===== config.mk =====
export PLATFORM = sky130hd
export DESIGN_NAME = tdsp_pso_sequencer
export DESIGN_NICKNAME = d
export VERILOG_FILES = /design/src/rtl/tdsp_pso_sequencer.sv
export SDC_FILE = /design/constraint.sdc
export NUM_CORES = 1
export LEC_CHECK = 0
export CORE_ASPECT_RATIO = 1.1
export CORE_UTILIZATION = 25
export CTS_CLUSTER_DIAMETER = 200
export DETAILED_ROUTE_END_ITERATION = 10
export PLACE_DENSITY = 0.47
export SYNTH_ARGS = -nofsm -noshare
export SYNTH_HDL_FRONTEND = slang
export SYNTH_SLANG_ARGS = --single-unit

===== constraint.sdc =====
create_clock -name clk -period 4.6 [get_ports clk]
set_input_delay 0.46 -clock clk [delete_from_list [all_inputs] [get_ports clk]]
set_output_delay 0.46 -clock clk [all_outputs]
set_load 0.05 [all_outputs]

===== src/rtl/tdsp_pso_sequencer.sv =====
// Power shut-off / wake-up sequencer for the switchable TDSP core domain.
// Orders clock gating, isolation, retention and the switch chain with dwell timers.
module tdsp_pso_sequencer #(
  parameter int unsigned CLK_DLY        = 2,
  parameter int unsigned ISO_DLY        = 2,
  parameter int unsigned SAVE_CYCLES    = 4,
  parameter int unsigned RESTORE_CYCLES = 4,
  parameter int unsigned ACK_TIMEOUT    = 16
) (
  input  logic       clk,
  input  logic       reset,
  input  logic       power_down,
  input  logic       test_mode,
  input  logic       pwr_ack,
  output logic       pwr_switch_on,
  output logic       isolation_enable,
  output logic       state_retention_enable,
  output logic       state_retention_restore,
  output logic       tdsp_clk_enable,
  output logic [3:0] pwr_state,
  output logic       busy,
  output logic       timeout_err
);

  typedef enum logic [3:0] {
    S_ON       = 4'd0,
    S_CLK_STOP = 4'd1,
    S_ISO_ON   = 4'd2,
    S_SAVE     = 4'd3,
    S_PSW_OFF  = 4'd4,
    S_OFF      = 4'd5,
    S_PSW_ON   = 4'd6,
    S_RESTORE  = 4'd7,
    S_ISO_OFF  = 4'd8
  } state_t;

  localparam logic [7:0] CLK_N  = 8'(CLK_DLY - 1);
  localparam logic [7:0] ISO_N  = 8'(ISO_DLY - 1);
  localparam logic [7:0] SAVE_N = 8'(SAVE_CYCLES - 1);
  localparam logic [7:0] REST_N = 8'(RESTORE_CYCLES - 1);
  localparam logic [7:0] ACK_N  = 8'(ACK_TIMEOUT - 1);

  state_t     state_q;
  state_t     state_d;
  logic [7:0] cnt_q;
  logic [7:0] cnt_d;
  logic       err_q;
  logic       err_set;
  logic       cnt_done;

  assign cnt_done = (cnt_q == 8'd0);

  always_ff @(posedge clk or posedge reset) begin
    if (reset) begin
      state_q <= S_ON;
      cnt_q   <= 8'd0;
      err_q   <= 1'b0;
    end else begin
      state_q <= state_d;
      cnt_q   <= cnt_d;
      err_q   <= err_q | err_set;
    end
  end

  always_comb begin
    state_d = state_q;
    cnt_d   = cnt_done ? 8'd0 : cnt_q - 8'd1;
    err_set = 1'b0;
    case (state_q)
      S_ON: begin
        if (power_down && !test_mode) begin
          state_d = S_CLK_STOP;
          cnt_d   = CLK_N;
        end
      end
      S_CLK_STOP: begin
        if (cnt_done) begin
          state_d = S_ISO_ON;
          cnt_d   = ISO_N;
        end
      end
      S_ISO_ON: begin
        if (cnt_done) begin
          state_d = S_SAVE;
          cnt_d   = SAVE_N;
        end
      end
      S_SAVE: begin
        if (cnt_done) begin
          state_d = S_PSW_OFF;
          cnt_d   = ACK_N;
        end
      end
      S_PSW_OFF: begin
        if (!pwr_ack) begin
          state_d = S_OFF;
        end else if (cnt_done) begin
          state_d = S_OFF;
          err_set = 1'b1;
        end
      end
      S_OFF: begin
        if (!power_down || test_mode) begin
          state_d = S_PSW_ON;
          cnt_d   = ACK_N;
        end
      end
      S_PSW_ON: begin
        // a timed-out wake still restores; the sticky flag records it
        if (pwr_ack || cnt_done) begin
          state_d = S_RESTORE;
          cnt_d   = REST_N;
          err_set = !pwr_ack;
        end
      end
      S_RESTORE: begin
        if (cnt_done) begin
          state_d = S_ISO_OFF;
          cnt_d   = ISO_N;
        end
      end
      S_ISO_OFF: begin
        if (cnt_done) begin
          state_d = S_ON;
        end
      end
      default: begin
        state_d = S_ON;
        cnt_d   = 8'd0;
      end
    endcase
  end

  assign pwr_state               = state_q;
  assign tdsp_clk_enable         = (state_q == S_ON);
  assign isolation_enable        = (state_q == S_ISO_ON)  || (state_q == S_SAVE)
                                || (state_q == S_PSW_OFF) || (state_q == S_OFF)
                                || (state_q == S_PSW_ON)  || (state_q == S_RESTORE);
  assign state_retention_enable  = (state_q == S_SAVE);
  assign state_retention_restore = (state_q == S_RESTORE);
  assign pwr_switch_on           = !((state_q == S_PSW_OFF) || (state_q == S_OFF));
  assign busy                    = !((state_q == S_ON) || (state_q == S_OFF));
  assign timeout_err             = err_q;

endmodule

==> metrics.yaml <==
layout:
  layout_common_cells: "clkdlybuf4s50_1, dfrtp_1, nor2_1"
  design_area_um2: 1241
  area_growth_pct: 22.32
  post-route-util_pct: 32.92
  layout_commonest_cell: "clkdlybuf4s50_1"
  drive_gt1_share_pct: 10.94
  finalNonFillerCells: 178
  antenna_cells: 0
  nets: 135
synth:
  synth_cell_types: 45
  synthArstFlopShare_pct: 100.0
  yosysWarnings: 0
  synth_area_leaders: "dfrtp_1, nor2_1, xor2_1"
  synth_compound_area_share_pct: 23.55
  synth.area.mux_share_pct: 2.219
  synth_top_area_share_pct: 32.06
  ys_seq_area_share_pct: 32.06
  syn_area_um2: 1015
  synthSimpleGateAreaFrac_pct: 26.51
  synth-adder-area-share_pct: 2.219
  synth_edf_count: 0
  yosys.area.top_type: "dfrtp_1"
  synth-seq-cells: 13
  synth_area_per_cell_um2: 8.748
  syn_inst: 116
  synth_xor_xnor_area_share_pct: 7.768
  syn_nets: 122
  synth_top_family_by_area: "simple AND/OR/NAND/NOR gates"
  synth_flop_cell: "dfrtp_1"
clock_tree:
  postCtsHoldBufs: 0
  cts_made_buffers: 3
  cts.clk_slew.worst_paths_ps: 60
  cts_tree: "built"
  clk_latency_ps: 240
  h-tree-depth: 1
  cts_setup_buffers: 0
  clkSinkCount: 13
  post_cts_resized: 0
  cts_max_path_buffers: 2
  cts_root_buf: "clkbuf_8"
global_route:
  grt_pass1_wl_um: 4429
  antenna_found_initial: 0
  grt_start_max_net_pins: 25
  grt_remaining_overflow: 0
  grt_usage_pct: 13.33
  first_global_vias: 883
placement:
  dpl-instance-area_um2: 1196
  portBuffers: 15
  gp_routability_congestion: 0.8847
  dp_cells: 174
  hpwl_um: 1874
run:
  drv_cap: 0
setup_path:
  worstSetupStartpointType: "register"
  setup.worst_path.end_class: "output port"
  cp_data_required_time_ps: 4140
  critPathKind: "register to output port"
  worst_ep_arrival_time_ps: 2360
  path_max_fanout: 24
timing:
  finalCriticalPeriod_ps: 2819
  finalClockSkew_ps: 1.879
  slew_headroom_pct: 52.75
  worst_slew_pin_slew_ps: 708.8
  final_max_slew_viol_count: 0
  fin_crit_sh_pct: 61.28
  setup_viol: 0
  hold_viol: 0
  clock.fmax_ghz: 0.3547
  setup_tns_ps: 0
  rsz0062_at_grt: "false"
detailed_routing:
  drt-vias-per-instance: 5.140
  drtPass1Iterations: 4
  drc: 0
  drt-initial-drc-count: 31
  wl_per_cell_um: 14.46
  drt-total-wl_um: 2574
  antenna_left: 0
  vias: 915
pwr:
  power.ir.vdd_worst_mv: 0.4067
  total_power_mw: 1.066
  p_int_uw: 505.8
  p_clk_share_pct: 9.8
  sw_frac_of_total_pct: 52.54
  p_per_area_nw_per_um2: 858.7
  comb_power_share_pct: 63.7
  power_switching_uw: 560.0
  pwr-share-seq_pct: 26.5
  leakagePower_nw: 0.4778
hold_path:
  hold_class: "register to register"
floorplanning:
  row_count: 23
  design.core.area_um2: 3770
  io_pins: 16
  die_w_um: 62.75
  die-height_um: 68.82
  die_area_um2: 4318
  start_util_pct: 26.92
outcome:
  status: "finished, final reports clean"
==> synth_stat cells (2+ instances only) <==
library cell,instances
xor2_1,5
nand2b_1,4
xnor2_1,4
mux2_2,2
dfrtp_1,13
clkbuf_1,3
o21ai_0,2
a221oi_1,2
a2111oi_0,2
nand2_1,8
inv_1,7
nor3_1,3
nor2b_1,2
nor4_1,5
nor2_1,12
o211ai_1,2
a21oi_1,8
buf_2,4
or3_1,2
==> layer usage <==
metal  GRT usage (%)  wire, µm  vias up
met3           1.974        63        7
met2           19.97      1144       17
met5               0         0        -
li1                -         -      451
met1           18.90      1309      440
met4           6.105        57        0
==> kinds of logic (layout without fill, tap and decap cells) <==
logic type / count (synthesis) / after routing
flip-flops: 13 / 13
AO/OA/AOI/OAI: 31 / 31
multiplexers: 2 / 2
buffers and inverters: 14 / 26
adder cells (fa/ha/maj): 2 / 2
AND/OR/NAND/NOR: 45 / 45
XOR/XNOR: 9 / 9
==> power groups by stage <==
stage | Sequential (mW) | Clock [mW] | Combinational (mW)
final | 0.283 | 0.104 | 0.679
after global placement | 0.278 | 0 | 0.683
after floorplan | 0.266 | 0 | 0.526
after CTS | 0.280 | 0.108 | 0.682
after global routing | 0.295 | 0.116 | 0.743
after detailed placement | 0.281 | 0 | 0.676
==> through the flow <==
step	hold WS, ps	worst slack [ps]
floorplan	337.0	1505
global placement	469.0	2089
detailed placement	456.8	2065
CTS	476.3	1787
global route	491.0	1587
finish	468.4	1781
==> worst paths after layout <==
path                                          start                  endpoint  slack, ps  depth (start not counted)
max                        pwr_state[1]$_DFFE_PP0P_           tdsp_clk_enable       1780                          2
min reg2reg                   timeout_err$_DFF_PP0_     timeout_err$_DFF_PP0_        470                          1
max reg2reg                      cnt_q[0]$_DFF_PP0_        cnt_q[1]$_DFF_PP0_       2580                          6
min                           timeout_err$_DFF_PP0_     timeout_err$_DFF_PP0_        470                          1
max in group asynchronous                     reset        cnt_q[0]$_DFF_PP0_       3690                          2
min in group asynchronous                     reset  pwr_state[3]$_DFFE_PP0P_        560                          2
==> flip-flops by register name (all words and copies together), names as in the netlist <==
register	flops
pwr_state	4
timeout_err	1
cnt_q	8
==> cell type report <==
| cell class | count | area, µm² |
|---|---|---|
| fill | 404 | 2529 |
| multi-input combinational | 89 | 631.9 |
| sequential | 13 | 325.3 |
| timing repair buffer | 15 | 150.1 |
| tap | 50 | 62.56 |
| clock buffer | 4 | 45.04 |
| inverter | 7 | 26.28 |
==> worst max-delay path, cell delays in order (launching register included) <==
cell and delay, ps:
dfrtp_1 640, nor4_1 570, clkdlybuf4s50_1 900
(Power assumes the default switching activity.)
